[config.mk]
export PLATFORM = sky130hd
export DESIGN_NAME = spi_tx_scheduler
export DESIGN_NICKNAME = d
export VERILOG_FILES = /design/src/rtl/spi_pkg.sv /design/src/rtl/spi_word_fifo.sv /design/src/rtl/spi_tx_scheduler.sv
export SDC_FILE = /design/constraint.sdc
export NUM_CORES = 1
export LEC_CHECK = 0
export BUFFER_PORTS_ARGS = -buffer_cell sky130_fd_sc_hd__buf_2
export CORE_MARGIN = 1
export CORE_UTILIZATION = 40
export DETAILED_ROUTE_END_ITERATION = 16
export GPL_TIMING_DRIVEN = 0
export HOLD_SLACK_MARGIN = 0.15
export PLACE_DENSITY_LB_ADDON = 0.25
export SLEW_MARGIN = 20
export SYNTH_ARGS = -nofsm -noshare
export SYNTH_HDL_FRONTEND = slang
export SYNTH_SLANG_ARGS = --single-unit
export TNS_END_PERCENT = 10
[constraint.sdc]
create_clock -name clk -period 2.5 [get_ports clk]
set_input_delay 0 -clock clk [delete_from_list [all_inputs] [get_ports clk]]
set_output_delay 0 -clock clk [all_outputs]
set_load 0.02 [all_outputs]
[src/rtl/spi_pkg.sv]
// Shared types for the SPI transmit scheduler.
// Word width, source id and scheduler state encoding.
package spi_pkg;

  localparam int SPI_WORD_W = 24;

  typedef logic [SPI_WORD_W-1:0] spi_word_t;
  typedef logic [2:0] src_id_t;

  typedef enum logic [2:0] {
    IDLE,
    LAUNCH,
    WAIT_CS_LOW,
    WAIT_CS_HIGH,
    GAP_ST
  } spi_sched_state_e;

endpackage

[src/rtl/spi_word_fifo.sv]
// Small synchronous FIFO holding {src, word} entries.
// Push is dropped when full, pop is dropped when empty.
module spi_word_fifo #(
  parameter int WIDTH = 27,
  parameter int DEPTH = 4
) (
  input  logic                     clk,
  input  logic                     reset,
  input  logic                     push,
  input  logic [WIDTH-1:0]         push_data,
  input  logic                     pop,
  output logic [WIDTH-1:0]         pop_data,
  output logic                     full,
  output logic                     empty,
  output logic [$clog2(DEPTH):0]   level
);

  localparam int AW = $clog2(DEPTH);
  localparam int LW = AW + 1;
  localparam logic [LW-1:0] FULL_LVL = LW'(DEPTH);

  logic [WIDTH-1:0] mem [DEPTH];
  logic [AW-1:0]    wr_ptr;
  logic [AW-1:0]    rd_ptr;
  logic             do_push;
  logic             do_pop;

  assign full     = level == FULL_LVL;
  assign empty    = level == '0;
  assign do_push  = push && !full;
  assign do_pop   = pop && !empty;
  assign pop_data = mem[rd_ptr];

  always_ff @(posedge clk) begin
    if (reset) begin
      wr_ptr <= '0;
      rd_ptr <= '0;
      level  <= '0;
    end else begin
      if (do_push) wr_ptr <= wr_ptr + AW'(1);
      if (do_pop)  rd_ptr <= rd_ptr + AW'(1);
      unique case ({do_push, do_pop})
        2'b10:   level <= level + LW'(1);
        2'b01:   level <= level - LW'(1);
        default: level <= level;
      endcase
    end
  end

  always_ff @(posedge clk) begin
    if (do_push) mem[wr_ptr] <= push_data;
  end

endmodule

[src/rtl/spi_tx_scheduler.sv]
// Round-robin word scheduler feeding the 24-bit SPI engine.
// One frame per queued word, completion tracked on spi_cs_l.
module spi_tx_scheduler
  import spi_pkg::*;
#(
  parameter int W       = SPI_WORD_W,
  parameter int NREQ    = 2,
  parameter int DEPTH   = 4,
  parameter int GAP     = 4,
  parameter int TIMEOUT = 1023
) (
  input  logic                   clk,
  input  logic                   reset,
  input  logic [NREQ-1:0]        req_valid,
  input  logic [NREQ*W-1:0]      req_data,
  output logic [NREQ-1:0]        req_ready,
  output logic [W-1:0]           spi_data_out,
  output logic                   spi_start,
  input  logic                   spi_cs_l,
  output logic                   tx_done,
  output logic [2:0]             tx_src,
  output logic                   err_timeout,
  input  logic                   err_clr,
  output logic [$clog2(DEPTH):0] fifo_level
);

  localparam int EW   = 3 + W;
  localparam int CMAX = (TIMEOUT > GAP) ? TIMEOUT : GAP;
  localparam int CW   = $clog2(CMAX + 2);

  spi_sched_state_e state_q, state_d;

  src_id_t        rr_q;
  src_id_t        gnt_id;
  logic [W-1:0]   gnt_data;
  logic           gnt_hit;
  logic           push;
  logic           pop;
  logic           fifo_full;
  logic           fifo_empty;
  logic [EW-1:0]  pop_ent;
  logic [CW-1:0]  cnt_q;
  logic           cnt_hit;
  logic           gap_done;
  logic           to_hit;
  logic [W-1:0]   data_q;
  src_id_t        src_q;

  // Two passes give the upward search from rr_q with wrap.
  always_comb begin
    gnt_hit  = 1'b0;
    gnt_id   = '0;
    gnt_data = '0;
    for (int i = 0; i < NREQ; i++) begin
      if (!gnt_hit && i >= int'(rr_q) && req_valid[i]) begin
        gnt_hit  = 1'b1;
        gnt_id   = src_id_t'(i);
        gnt_data = req_data[i*W +: W];
      end
    end
    for (int i = 0; i < NREQ; i++) begin
      if (!gnt_hit && i < int'(rr_q) && req_valid[i]) begin
        gnt_hit  = 1'b1;
        gnt_id   = src_id_t'(i);
        gnt_data = req_data[i*W +: W];
      end
    end
  end

  assign push = gnt_hit && !fifo_full && !reset;

  always_comb begin
    req_ready = '0;
    for (int i = 0; i < NREQ; i++) begin
      req_ready[i] = push && (gnt_id == src_id_t'(i));
    end
  end

  always_ff @(posedge clk) begin
    if (reset) begin
      rr_q <= '0;
    end else if (push) begin
      rr_q <= (gnt_id == src_id_t'(NREQ - 1)) ? '0 : gnt_id + 3'd1;
    end
  end

  spi_word_fifo #(
    .WIDTH (EW),
    .DEPTH (DEPTH)
  ) u_fifo (
    .clk       (clk),
    .reset     (reset),
    .push      (push),
    .push_data ({gnt_id, gnt_data}),
    .pop       (pop),
    .pop_data  (pop_ent),
    .full      (fifo_full),
    .empty     (fifo_empty),
    .level     (fifo_level)
  );

  assign pop      = (state_q == IDLE) && !fifo_empty;
  assign cnt_hit  = cnt_q == CW'(TIMEOUT);
  assign gap_done = int'(cnt_q) + 1 >= GAP;

  always_ff @(posedge clk) begin
    if (reset) state_q <= IDLE;
    else       state_q <= state_d;
  end

  always_comb begin
    state_d = state_q;
    unique case (state_q)
      IDLE:         if (!fifo_empty) state_d = LAUNCH;
      LAUNCH:       state_d = WAIT_CS_LOW;
      WAIT_CS_LOW: begin
        if (!spi_cs_l)    state_d = WAIT_CS_HIGH;
        else if (cnt_hit) state_d = GAP_ST;
      end
      WAIT_CS_HIGH: if (spi_cs_l || cnt_hit) state_d = GAP_ST;
      GAP_ST:       if (gap_done) state_d = IDLE;
      default:      state_d = IDLE;
    endcase
  end

  always_comb begin
    spi_start = 1'b0;
    tx_done   = 1'b0;
    tx_src    = '0;
    to_hit    = 1'b0;
    unique case (state_q)
      LAUNCH:       spi_start = 1'b1;
      WAIT_CS_LOW:  to_hit = spi_cs_l && cnt_hit;
      WAIT_CS_HIGH: begin
        tx_done = spi_cs_l;
        to_hit  = !spi_cs_l && cnt_hit;
      end
      default: ;
    endcase
    if (tx_done) tx_src = src_q;
  end

  // Every state change restarts the wait/gap counter.
  always_ff @(posedge clk) begin
    if (reset)                   cnt_q <= '0;
    else if (state_d != state_q) cnt_q <= '0;
    else if (cnt_q != '1)        cnt_q <= cnt_q + CW'(1);
  end

  always_ff @(posedge clk) begin
    if (reset) begin
      data_q <= '0;
      src_q  <= '0;
    end else if (pop) begin
      data_q <= pop_ent[W-1:0];
      src_q  <= pop_ent[EW-1 -: 3];
    end
  end

  assign spi_data_out = data_q;

  always_ff @(posedge clk) begin
    if (reset)        err_timeout <= 1'b0;
    else if (to_hit)  err_timeout <= 1'b1;
    else if (err_clr) err_timeout <= 1'b0;
  end

endmodule

==> results_dict.tcl <==
set metrics [dict create \
    status "finished, violations left" \
    violations "design-rule violations" \
    viasPerCell 5.14 \
    crit_type "flop to flop" \
    dieArea_um2 15800 \
    drt-initial-drc-count 198 \
    avgSynthCellArea_um2 14.3 \
    arrival_ps 2800 \
    cts_tree "built" \
    syn_area_um2 6100 \
    fmax_ghz 0.405 \
    htreeDepth 4 \
    start_util_pct 41.5 \
    tightest_slew_ps 761 \
    totalWireLength_um 13100 \
    crit_path_max_incr_delay_ps 530 \
    skew_ps 11.0 \
    drv_cap 0 \
    async_reset_ff_share_pct 0 \
    postRouteAntennaNets 0 \
    hold_depth 2 \
    slew_violations 0 \
    finalPower_mw 8.00 \
    grt_usage_pct 17.8 \
    min_path_type "flop to flop" \
    ys_types 54 \
    p_leak_nw 2.95 \
    yosysSeqAreaShare_pct 64.9 \
    endpoint_kind "flop" \
    path_max_fanout 6 \
    cts-root-buf "clkbuf_16" \
    rows 44 \
    clock_sinks 148 \
    r2r_cells 10 \
    clock_latency_ps 410 \
    synthCells 426 \
    final_util_pct 54.0 \
    vdd_drop_max_v 0.000477 \
    grt_pass1_vias 4175 \
    hold_viol 0 \
    die_w_um 126 \
    synth-edff-count 100 \
    grt_antenna_before_repair 0 \
    period_needed_ps 2470 \
    portBuffers 86 \
    layout-drive-gt1-share_pct 31.1 \
    clkSlewWorstSetupHoldPaths_ps 60 \
    nets 650 \
    drc 7 \
    place_area_um2 6780 \
    maxSlewHeadroom_pct 49.1 \
    period_share_pct 98.8 \
    critPathSlowestCell "or4_4" \
    fin_area_um2 7930 \
    ys_seq_elements 148 \
    hpwl_um 8320 \
    rsz0062_at_grt "yes" \
    fin_setup_tns_ps 0 \
    place.gp.congestion 0.751 \
    required_ps 2830 \
    wl_per_cell_um 16.7 \
    core_area_um2 14700 \
    grt_pass1_wl_um 21100 \
    area_growth_syn_to_layout_pct 30.0 \
    ys.flop_type "edfxtp_1" \
    path_common_cell "buf_6" \
    num_vias 4034 \
    final_common_cell "edfxtp_1" \
    final_cell_mix "edfxtp_1, buf_2, nand2_1" \
    overflow 0 \
    cts_buffer_depth 2 \
    cts-buffers-inserted 17 \
    grt_start_max_net_pins 26 \
    setup_viol 0 \
    die_h_um 126 \
    diodes 0 \
    io-pin-count 89 \
    path_cells "or4_4 -> buf_6 -> inv_2 -> buf_6 -> ha_2 -> inv_1 -> fa_1 -> xor2_1 -> or3_1 -> a21oi_1" \
    first_pass_iters 11 \
    power.density_nw_per_um2 1010 \
    ys.warnings.count 0 \
    startpoint_type "flop" \
]
layer usage:
metal,track usage [%],wire [um]
met5,0,0
met2,31.4,6880
met1,21.1,5540
met3,4.24,579
met4,6.74,112
worst max-delay path, delay by kind of cell, from the launching register on:
kind,cells,cell delay [ps]
compound gates,1,140
xor+xnor,1,170
fa+ha+maj,2,540
buf+inv,4,350
flops,1,350
simple gates,2,840
power breakdown:
| group | switching, mW | leakage (nW) | internal [mW] | total (mW) |
|---|---|---|---|---|
| logic | 1.36 | 1.36 | 0.968 | 2.33 |
| registers | 0.208 | 1.32 | 3.11 | 3.31 |
| clock network | 0.965 | 0.276 | 1.39 | 2.35 |
| total | 2.54 | 2.95 | 5.46 | 8.00 |
cell type report:
cell class | count | area [um2]
Multi-Input combinational cell | 244 | 1990
Clock inverter | 10 | 75.1
Timing Repair Buffer | 143 | 996
Fill cell | 1208 | 6770
Tap cell | 184 | 230
Buffer | 24 | 143
Sequential cell | 148 | 3970
Inverter | 10 | 37.5
Clock buffer | 22 | 485
registers in the layout, summed over array words and instances, names as in the netlist:
register / count
u_fifo.mem: 100
spi_data_out: 24
cnt_q: 11
state_q: 3
u_fifo.level: 3
u_fifo.rd_ptr: 2
u_fifo.wr_ptr: 2
err_timeout: 1
rr_q: 1
src_q: 1
per-stage QoR:
stage               setup WS (ps)  instances  hold slack, ps
floorplan                    10.1        427             171
global placement             -150        697             300
detailed placement           -211        697             298
CTS                          21.2        785             455
global route                -46.5        785             476
finish                       28.8        785             451
kinds of logic (layout without fill, tap and decap cells):
kind of cell | Yosys count | count (layout) | share of synthesized area [%]
AOI/OAI and AO/OA | 81 | 81 | 10.0
adders and majority gates | 8 | 8 | 1.76
muxes | 27 | 27 | 9.55
other | 1 | 2 | 0.0614
buffers and inverters | 35 | 209 | 2.83
and+or+nand+nor | 114 | 114 | 9.08
DFF | 148 | 148 | 64.9
xor gates and xnor gates | 12 | 12 | 1.72
cell usage after synthesis (2+ instances only):
library cell,number,area share [%]
a211oi_1,2,0.25
a211oi_2,8,1.6
a21boi_1,2,0.25
a21oi_1,28,2.3
a22o_1,24,3.4
and2_1,8,0.82
and3_1,4,0.41
buf_2,6,0.49
buf_4,3,0.37
buf_6,3,0.55
clkbuf_1,12,0.74
dfxtp_1,48,16
edfxtp_1,100,49
ha_1,7,1.4
inv_1,9,0.55
mux2i_1,2,0.33
mux4_2,25,9.2
nand2_1,62,3.8
nand3_1,2,0.16
nand3b_1,2,0.25
nor2_1,12,0.74
nor3_1,6,0.49
nor3_2,4,0.66
nor3b_1,2,0.25
o211ai_1,2,0.25
o21ai_0,2,0.16
or3_1,3,0.31
or4_1,2,0.25
xnor2_1,7,1.0
xor2_1,5,0.72
final timing paths:
check	start	end	slack (ps)
worst max-delay path	state_q[2]	u_fifo.level[2]	30
worst min-delay path	spi_data_out[17]	spi_data_out[17]	450
worst max register to register	state_q[2]	u_fifo.level[2]	30
worst min register to register	spi_data_out[17]	spi_data_out[17]	450
what timing repair did:
action / 4_1_cts / 5_1_grt
cloned: 0 / 0
buffers inserted: 2 / 0
resized for setup: 6 / 4
endpoints found under the hold margin: 103 / 0
pin swaps: 0 / 0
hold buffers: 55 / 0
setup endpoints to repair: 1 / 34
No activity file was read; power rests on OpenSTA's default activity.
